### config.mk
export PLATFORM = sky130hd
export DESIGN_NAME = arc4_ctrl_flat
export DESIGN_NICKNAME = d
export VERILOG_FILES = /design/src/rtl/arc4_pkg.sv /design/src/rtl/arc4_ctrl_if.sv /design/src/rtl/arc4_ctrl_s_port_mux.sv /design/src/rtl/arc4_ctrl.sv /design/src/flat_wrapper.sv
export SDC_FILE = /design/constraint.sdc
export NUM_CORES = 1
export LEC_CHECK = 0
export BUFFER_PORTS_ARGS = -buffer_cell sky130_fd_sc_hd__buf_2
export CORE_ASPECT_RATIO = 0.5
export CORE_MARGIN = 3
export CORE_UTILIZATION = 35
export DETAILED_ROUTE_END_ITERATION = 10
export GPL_TIMING_DRIVEN = 0
export SYNTH_ARGS = -nofsm -noshare
export SYNTH_HDL_FRONTEND = slang
export SYNTH_SLANG_ARGS = --single-unit
### constraint.sdc
create_clock -name clk -period 4.75 [get_ports clk]
set_input_delay 0.2375 -clock clk [delete_from_list [all_inputs] [get_ports clk]]
set_output_delay 0.2375 -clock clk [all_outputs]
set_load 0.1 [all_outputs]
### src/rtl/arc4_pkg.sv
// Shared types and constants for the ARC4 controller slice.
//   ctrl_state_t : sequencer states (three phases of START/ACK/WAIT, DONE, FAULT)
//   owner_t      : which phase engine currently holds the S-memory write port
//   KEY_W        : default key width forwarded to ksa
//   S_AW / S_DW  : S-memory address / data widths
package arc4_pkg;

  localparam int KEY_W = 24;
  localparam int S_AW  = 8;
  localparam int S_DW  = 8;

  typedef enum logic [3:0] {
    IDLE,
    INIT_START,
    INIT_ACK,
    INIT_WAIT,
    KSA_START,
    KSA_ACK,
    KSA_WAIT,
    PRGA_START,
    PRGA_ACK,
    PRGA_WAIT,
    DONE,
    FAULT
  } ctrl_state_t;

  typedef enum logic [1:0] {
    NONE,
    INIT,
    KSA,
    PRGA
  } owner_t;

endpackage

### src/rtl/arc4_ctrl_if.sv
// Bundle of every arc4_ctrl signal except clk/rst.
//   host side   : en, key -> controller; rdy, key_q, err <- controller
//   engine side : *_rdy, *_addr, *_wrdata, *_wren -> controller; *_en <- controller
//   s_mem side  : s_addr, s_wrdata, s_wren <- controller
// Modports: slave = the controller, master = everything around it.
interface arc4_ctrl_if #(
  parameter int KEY_W = arc4_pkg::KEY_W
);

  logic                      en;
  logic                      rdy;
  logic [KEY_W-1:0]          key;
  logic [KEY_W-1:0]          key_q;
  logic                      err;

  logic                      init_en;
  logic                      ksa_en;
  logic                      prga_en;
  logic                      init_rdy;
  logic                      ksa_rdy;
  logic                      prga_rdy;

  logic [arc4_pkg::S_AW-1:0] init_addr;
  logic [arc4_pkg::S_AW-1:0] ksa_addr;
  logic [arc4_pkg::S_AW-1:0] prga_addr;
  logic [arc4_pkg::S_DW-1:0] init_wrdata;
  logic [arc4_pkg::S_DW-1:0] ksa_wrdata;
  logic [arc4_pkg::S_DW-1:0] prga_wrdata;
  logic                      init_wren;
  logic                      ksa_wren;
  logic                      prga_wren;

  logic [arc4_pkg::S_AW-1:0] s_addr;
  logic [arc4_pkg::S_DW-1:0] s_wrdata;
  logic                      s_wren;

  modport slave (
    input  en, key,
    output rdy, key_q, err,
    output init_en, ksa_en, prga_en,
    input  init_rdy, ksa_rdy, prga_rdy,
    input  init_addr, ksa_addr, prga_addr,
    input  init_wrdata, ksa_wrdata, prga_wrdata,
    input  init_wren, ksa_wren, prga_wren,
    output s_addr, s_wrdata, s_wren
  );

  modport master (
    output en, key,
    input  rdy, key_q, err,
    input  init_en, ksa_en, prga_en,
    output init_rdy, ksa_rdy, prga_rdy,
    output init_addr, ksa_addr, prga_addr,
    output init_wrdata, ksa_wrdata, prga_wrdata,
    output init_wren, ksa_wren, prga_wren,
    input  s_addr, s_wrdata, s_wren
  );

endinterface

### src/rtl/arc4_ctrl_s_port_mux.sv
// S-memory write-port multiplexer.
//   owner                    : registered grant from the sequencer
//   {init,ksa,prga}_{addr,wrdata,wren} : engine requests
//   s_addr/s_wrdata/s_wren   : single port to s_mem (all zero when owner=NONE)
//   foreign_wr               : a non-owner engine asserted its write enable
// Purely combinational; a non-owner write never reaches s_mem.
module s_port_mux
  import arc4_pkg::*;
(
  input  owner_t          owner,
  input  logic [S_AW-1:0] init_addr,
  input  logic [S_DW-1:0] init_wrdata,
  input  logic            init_wren,
  input  logic [S_AW-1:0] ksa_addr,
  input  logic [S_DW-1:0] ksa_wrdata,
  input  logic            ksa_wren,
  input  logic [S_AW-1:0] prga_addr,
  input  logic [S_DW-1:0] prga_wrdata,
  input  logic            prga_wren,
  output logic [S_AW-1:0] s_addr,
  output logic [S_DW-1:0] s_wrdata,
  output logic            s_wren,
  output logic            foreign_wr
);

  always_comb begin
    s_addr   = '0;
    s_wrdata = '0;
    s_wren   = 1'b0;
    case (owner)
      INIT: begin
        s_addr   = init_addr;
        s_wrdata = init_wrdata;
        s_wren   = init_wren;
      end
      KSA: begin
        s_addr   = ksa_addr;
        s_wrdata = ksa_wrdata;
        s_wren   = ksa_wren;
      end
      PRGA: begin
        s_addr   = prga_addr;
        s_wrdata = prga_wrdata;
        s_wren   = prga_wren;
      end
      default: ;
    endcase
  end

  assign foreign_wr = (init_wren && (owner != INIT)) ||
                      (ksa_wren  && (owner != KSA))  ||
                      (prga_wren && (owner != PRGA));

endmodule

### src/rtl/arc4_ctrl.sv
// ARC4 sequencer: runs init -> ksa -> prga with one en/rdy handshake per
// phase, grants the S-memory write port to the active engine, latches the key
// and watches each phase with a saturating watchdog.
//   clk, rst : clock and asynchronous active-high reset
//   bus      : arc4_ctrl_if.slave (host handshake, engine control, s_mem port)
// Parameters: KEY_W key width, WDOG_W watchdog width (timeout after
// 2**WDOG_W-1 cycles spent in one phase state).
module arc4_ctrl
  import arc4_pkg::*;
#(
  parameter int KEY_W  = arc4_pkg::KEY_W,
  parameter int WDOG_W = 12
) (
  input  logic        clk,
  input  logic        rst,
  arc4_ctrl_if.slave  bus
);

  localparam logic [WDOG_W-1:0] WDOG_MAX = {WDOG_W{1'b1}};

  ctrl_state_t       state_q, state_nxt;
  owner_t            owner_q, owner_nxt;
  logic              rdy_q, rdy_nxt;
  logic              err_q, err_nxt;
  logic [KEY_W-1:0]  key_r, key_nxt;
  logic [WDOG_W-1:0] wdog_q, wdog_nxt, wdog_inc;
  logic              init_en_q, init_en_nxt;
  logic              ksa_en_q, ksa_en_nxt;
  logic              prga_en_q, prga_en_nxt;
  logic              in_phase;
  logic              foreign_wr;

  s_port_mux u_mux (
    .owner       (owner_q),
    .init_addr   (bus.init_addr),
    .init_wrdata (bus.init_wrdata),
    .init_wren   (bus.init_wren),
    .ksa_addr    (bus.ksa_addr),
    .ksa_wrdata  (bus.ksa_wrdata),
    .ksa_wren    (bus.ksa_wren),
    .prga_addr   (bus.prga_addr),
    .prga_wrdata (bus.prga_wrdata),
    .prga_wren   (bus.prga_wren),
    .s_addr      (bus.s_addr),
    .s_wrdata    (bus.s_wrdata),
    .s_wren      (bus.s_wren),
    .foreign_wr  (foreign_wr)
  );

  always_ff @(posedge clk or posedge rst) begin
    if (rst) begin
      state_q   <= IDLE;
      owner_q   <= NONE;
      rdy_q     <= 1'b0;
      err_q     <= 1'b0;
      key_r     <= '0;
      wdog_q    <= '0;
      init_en_q <= 1'b0;
      ksa_en_q  <= 1'b0;
      prga_en_q <= 1'b0;
    end else begin
      state_q   <= state_nxt;
      owner_q   <= owner_nxt;
      rdy_q     <= rdy_nxt;
      err_q     <= err_nxt;
      key_r     <= key_nxt;
      wdog_q    <= wdog_nxt;
      init_en_q <= init_en_nxt;
      ksa_en_q  <= ksa_en_nxt;
      prga_en_q <= prga_en_nxt;
    end
  end

  always_comb begin
    state_nxt   = state_q;
    owner_nxt   = owner_q;
    rdy_nxt     = rdy_q;
    err_nxt     = err_q;
    key_nxt     = key_r;
    wdog_nxt    = '0;
    wdog_inc    = wdog_q + 1'b1;
    init_en_nxt = 1'b0;
    ksa_en_nxt  = 1'b0;
    prga_en_nxt = 1'b0;
    in_phase    = state_q inside {INIT_START, INIT_ACK, INIT_WAIT,
                                  KSA_START,  KSA_ACK,  KSA_WAIT,
                                  PRGA_START, PRGA_ACK, PRGA_WAIT};

    case (state_q)
      IDLE: begin
        if (rdy_q && bus.en) begin
          state_nxt = INIT_START;
          rdy_nxt   = 1'b0;
          key_nxt   = bus.key;
          err_nxt   = 1'b0;
        end else begin
          rdy_nxt   = 1'b1;
        end
      end
      // The grant moves only together with the start pulse, so an engine
      // owns the port from the cycle it is told to start.
      INIT_START: if (bus.init_rdy) begin
        state_nxt   = INIT_ACK;
        owner_nxt   = INIT;
        init_en_nxt = 1'b1;
      end
      // A ready still high from before the start pulse is not completion;
      // wait for the engine to drop it first.
      INIT_ACK:   if (!bus.init_rdy) state_nxt = INIT_WAIT;
      INIT_WAIT:  if (bus.init_rdy)  state_nxt = KSA_START;
      KSA_START: if (bus.ksa_rdy) begin
        state_nxt  = KSA_ACK;
        owner_nxt  = KSA;
        ksa_en_nxt = 1'b1;
      end
      KSA_ACK:    if (!bus.ksa_rdy)  state_nxt = KSA_WAIT;
      KSA_WAIT:   if (bus.ksa_rdy)   state_nxt = PRGA_START;
      PRGA_START: if (bus.prga_rdy) begin
        state_nxt   = PRGA_ACK;
        owner_nxt   = PRGA;
        prga_en_nxt = 1'b1;
      end
      PRGA_ACK:   if (!bus.prga_rdy) state_nxt = PRGA_WAIT;
      PRGA_WAIT:  if (bus.prga_rdy)  state_nxt = DONE;
      DONE: begin
        owner_nxt = NONE;
        rdy_nxt   = 1'b1;
        state_nxt = IDLE;
      end
      FAULT: begin
        owner_nxt = NONE;
        err_nxt   = 1'b1;
        rdy_nxt   = 1'b1;
        state_nxt = IDLE;
      end
      default: state_nxt = IDLE;
    endcase

    // Watchdog restarts on every state change and trips when the count
    // would saturate while the state is still unchanged.
    if (in_phase && (state_nxt == state_q)) begin
      if (wdog_inc == WDOG_MAX) begin
        state_nxt = FAULT;
      end else begin
        wdog_nxt  = wdog_inc;
      end
    end

    // A foreign write is flagged even on the cycle a new run is accepted.
    if (foreign_wr) err_nxt = 1'b1;
  end

  assign bus.rdy     = rdy_q;
  assign bus.err     = err_q;
  assign bus.key_q   = key_r;
  assign bus.init_en = init_en_q;
  assign bus.ksa_en  = ksa_en_q;
  assign bus.prga_en = prga_en_q;

endmodule

### src/flat_wrapper.sv
// flat-port wrapper written by rule: the top's interface ports become plain ports
module arc4_ctrl_flat import arc4_pkg::*;
#(
  parameter int KEY_W  = arc4_pkg::KEY_W,
  parameter int WDOG_W = 12
)
  (clk, rst, bus_en, bus_key, bus_rdy, bus_key_q, bus_err, bus_init_en, bus_ksa_en, bus_prga_en, bus_init_rdy, bus_ksa_rdy, bus_prga_rdy, bus_init_addr, bus_ksa_addr, bus_prga_addr, bus_init_wrdata, bus_ksa_wrdata, bus_prga_wrdata, bus_init_wren, bus_ksa_wren, bus_prga_wren, bus_s_addr, bus_s_wrdata, bus_s_wren);
  arc4_ctrl_if #(.KEY_W(KEY_W)) bus_i ();
  input  logic clk;
  input  logic rst;
  input wire logic [$bits(bus_i.en)-1:0] bus_en;
  input wire logic [$bits(bus_i.key)-1:0] bus_key;
  output wire logic [$bits(bus_i.rdy)-1:0] bus_rdy;
  output wire logic [$bits(bus_i.key_q)-1:0] bus_key_q;
  output wire logic [$bits(bus_i.err)-1:0] bus_err;
  output wire logic [$bits(bus_i.init_en)-1:0] bus_init_en;
  output wire logic [$bits(bus_i.ksa_en)-1:0] bus_ksa_en;
  output wire logic [$bits(bus_i.prga_en)-1:0] bus_prga_en;
  input wire logic [$bits(bus_i.init_rdy)-1:0] bus_init_rdy;
  input wire logic [$bits(bus_i.ksa_rdy)-1:0] bus_ksa_rdy;
  input wire logic [$bits(bus_i.prga_rdy)-1:0] bus_prga_rdy;
  input wire logic [$bits(bus_i.init_addr)-1:0] bus_init_addr;
  input wire logic [$bits(bus_i.ksa_addr)-1:0] bus_ksa_addr;
  input wire logic [$bits(bus_i.prga_addr)-1:0] bus_prga_addr;
  input wire logic [$bits(bus_i.init_wrdata)-1:0] bus_init_wrdata;
  input wire logic [$bits(bus_i.ksa_wrdata)-1:0] bus_ksa_wrdata;
  input wire logic [$bits(bus_i.prga_wrdata)-1:0] bus_prga_wrdata;
  input wire logic [$bits(bus_i.init_wren)-1:0] bus_init_wren;
  input wire logic [$bits(bus_i.ksa_wren)-1:0] bus_ksa_wren;
  input wire logic [$bits(bus_i.prga_wren)-1:0] bus_prga_wren;
  output wire logic [$bits(bus_i.s_addr)-1:0] bus_s_addr;
  output wire logic [$bits(bus_i.s_wrdata)-1:0] bus_s_wrdata;
  output wire logic [$bits(bus_i.s_wren)-1:0] bus_s_wren;
  assign bus_i.en = bus_en;
  assign bus_i.key = bus_key;
  assign bus_rdy = bus_i.rdy;
  assign bus_key_q = bus_i.key_q;
  assign bus_err = bus_i.err;
  assign bus_init_en = bus_i.init_en;
  assign bus_ksa_en = bus_i.ksa_en;
  assign bus_prga_en = bus_i.prga_en;
  assign bus_i.init_rdy = bus_init_rdy;
  assign bus_i.ksa_rdy = bus_ksa_rdy;
  assign bus_i.prga_rdy = bus_prga_rdy;
  assign bus_i.init_addr = bus_init_addr;
  assign bus_i.ksa_addr = bus_ksa_addr;
  assign bus_i.prga_addr = bus_prga_addr;
  assign bus_i.init_wrdata = bus_init_wrdata;
  assign bus_i.ksa_wrdata = bus_ksa_wrdata;
  assign bus_i.prga_wrdata = bus_prga_wrdata;
  assign bus_i.init_wren = bus_init_wren;
  assign bus_i.ksa_wren = bus_ksa_wren;
  assign bus_i.prga_wren = bus_prga_wren;
  assign bus_s_addr = bus_i.s_addr;
  assign bus_s_wrdata = bus_i.s_wrdata;
  assign bus_s_wren = bus_i.s_wren;
  arc4_ctrl #(.KEY_W(KEY_W), .WDOG_W(WDOG_W)) u_core (.clk(clk), .rst(rst), .bus(bus_i));
endmodule
==> results.md <==
* Outcome: complete, no violations
* Setup_tns at 0 ns
* Num rows at 22
* PnR worst setup slack at 2.32 ns
* Dpl hpwl at 5870 um
* Arrival time at the worst endpoint at 2.20 ns
* Predominant post-synthesis flop cell: dfrtp_1
* RSZ-0062 raised after global routing: no
* Final WL at 7620 um
* Ant diodes at 0
* CP Class: register to primary output
* Place WS at 2.63 ns
* Slew Viols, Final at 0
* Maxcap violations at 0
* CP max stage cell: buf_2
* Gp weighted congestion at 0.856
* Asr flop ratio synth at 100%
* Clock Skews at 0.00710 ns
* Iteration-0 DRC Markers at 97
* Unique masters post-synth at 55
* Worst skew pair latency at 0.28 ns
* Worst setup EP type: primary output
* Max Freq at 411 MHz
* CP top delay family: buffers and inverters
* Share of layout cells above drive strength 1 at 49.7%
* Final worst path period share at 51.2%
* Number of synthesized register bits at 47
* Delay of the slowest cell on the worst path at 0.43 ns
* CTS clk-pin slew, worst paths at 0.07 ns
* Count of input and output buffers at 126
* CTS tree: built
* Clk sinks at 47
* TritonCTS Buffers at 5
* Initial antenna violation count at 0
* Largest net degree at the start of global routing at 30
* Critical-path cell list: nor2b_1 -> clkbuf_1 -> buf_1 -> a22o_1 -> buf_2
* Fin nets at 476
* Post-synth EDFFs at 0
* CP Data Required Time at 4.51 ns
* WHS at 0.182 ns
* GRT Overall Usage at 15.9%
* Postcts setup bufs at 0
* CP max FO at 10
* Total gr overflow at 0
* Final setup fails at 0
* Post-route DRC violation count at 0
* Syn Area/Cell at 10.7 um^2
* Worst setup SP type: register
* Max clock buf depth at 2
* Detail Route Antenna Nets at 0
* Yosys warning total at 0
* Post-Synthesis Cells at 258
* Drt first pass iters at 4
* CTS Root Cell: clkbuf_16
* Seq/Total Area, Yosys at 42.6%
* Initial Util at 36.8%
* Vias post-DR at 2,549
* Mapped Area at 0.00276 mm^2
* Total die area at 0.00905 mm^2
* Area growth syn-to-layout at 35.7%
* Critical path buffers and inverters at 3
* # IOs at 127
* Htree depth at 2
* Core box area at 0.00749 mm^2
* Vias in the first global route at 2,440
* Die X at 132 um
* Post-DR vias/cell at 5.08
* Post-Synthesis Net Count at 341
* Hold Violations, Final at 0
* Worst slew margin at 62.8%
* First-pass GRT wire length at 12,000 um
* Worst min-delay path category: input port to register
* Post-layout min period at 2.43 ns
* DR WL/cell at 15.2 um
* Die H at 68.8 um
* Tightest Pin Transition at 0.558 ns
-- layer usage --
layer | global-route usage, % | share of wire, % | up-vias
met5 | 0 | 0 | -
met4 | 1.96 | 0.33 | 0
met3 | 3.62 | 5.1 | 2
met2 | 28.8 | 50 | 77
met1 | 20.6 | 44 | 1236
li1 | - | - | 1234
-- synthesized netlist by cell type, types with 3 or more instances --
library cell / n / area (um^2)
xor2_1: 3 / 26.3
clkbuf_1: 6 / 22.5
nor2b_1: 6 / 37.5
o31ai_1: 3 / 22.5
inv_1: 7 / 26.3
mux2_2: 42 / 473
a211oi_1: 3 / 22.5
a21oi_1: 8 / 40.0
nor2_1: 11 / 41.3
nand2_1: 8 / 30.0
xnor2_1: 6 / 52.6
nor3_1: 14 / 70.1
buf_2: 8 / 40.0
a22o_1: 17 / 149
dfrtp_1: 47 / 1180
o22ai_1: 3 / 18.8
nand3_1: 6 / 30.0
buf_1: 3 / 11.3
o21ai_0: 8 / 40.0
-- kinds of logic after synthesis --
family                   share of synthesized area (%)
AO/OA/AOI/OAI                                     16.9
multiplexers                                      17.5
flip-flops                                        42.6
AND/OR/NAND/NOR                                   14.5
buffers and inverters                             4.72
XOR/XNOR                                          2.86
adder cells (fa/ha/maj)                          0.907
-- cells in the final DEF (no fill, tap or decap), drive strengths merged, types with 2 or more instances in the layout --
cell / count
nor3b: 2
o21ai: 8
o31ai: 4
or3: 2
inv: 7
nor2: 11
nor4: 2
xnor2: 6
nand2: 8
ha: 2
nor3: 15
nand4: 3
a211oi: 3
nand3: 6
bufinv: 2
o21bai: 2
dfrtp: 47
xor2: 3
a22o: 17
buf: 141
o22ai: 4
mux2: 42
nand2b: 2
and4: 2
and2: 2
clkbuf: 12
o32ai: 2
a22oi: 2
nor2b: 6
or2: 2
or4b: 2
a21oi: 8
-- metrics by stage --
stage / utilization (%) / std cells / instance area [um^2]
after floorplan: - / 258 / 2760
after global routing: 50.0 / 502 / 3740
final: 50.0 / 502 / 3740
after global placement: 47.1 / 492 / 3520
after CTS: 50.0 / 502 / 3740
after detailed placement: 47.3 / 493 / 3540
-- flip-flops by register name, indices dropped and copies added, names as in the netlist --
register,flops
u_core.bus.ksa_en,1
u_core.bus.init_en,1
u_core.bus.rdy,1
u_core.owner_q,2
u_core.bus.prga_en,1
u_core.bus.key_q,24
u_core.state_q,4
u_core.wdog_q,12
u_core.bus.err,1
-- worst register-to-register path, cell delays in order (launching register included) --
cell     delay, ns
dfrtp_1       0.44
ha_1          0.27
nand3_1       0.21
nor3_2        0.23
xnor2_1       0.19
nor4_2        0.35
buf_4         0.23
nor3_1        0.06
-- worst paths after layout --
path / depth (start not counted) / startpoint / slack [ns] / to
setup / recovery: 5 / u_core.owner_q[1] / 2.32 / bus_s_wrdata[3]
hold / removal: 2 / bus_key[20] / 0.18 / u_core.bus.key_q[20]
setup reg to reg: 7 / u_core.wdog_q[0] / 2.64 / u_core.wdog_q[11]
hold reg to reg: 1 / u_core.bus.key_q[20] / 0.50 / u_core.bus.key_q[20]
max in group asynchronous: 4 / rst / 3.74 / u_core.bus.prga_en
min in group asynchronous: 3 / rst / 0.50 / u_core.bus.key_q[15]
-- area by class of cell --
type	instances	area (um^2)
clock buffer	6	129
clock inverter	2	60.1
multi-input combinational	184	1450
sequential	47	1180
tap	108	135
buffer	20	104
inverter	7	26.3
timing repair buffer	128	661
fill	716	3740
-- repair_timing --
| item | CTS | global route |
|---|---|---|
| hold buffers | 1 | 0 |
| hold endpoints to repair | 18 | 0 |
| resized for setup | 0 | 0 |
Power is not shown: default switching activity piles up to over one toggle a cycle in this logic, so the estimate is an artifact.
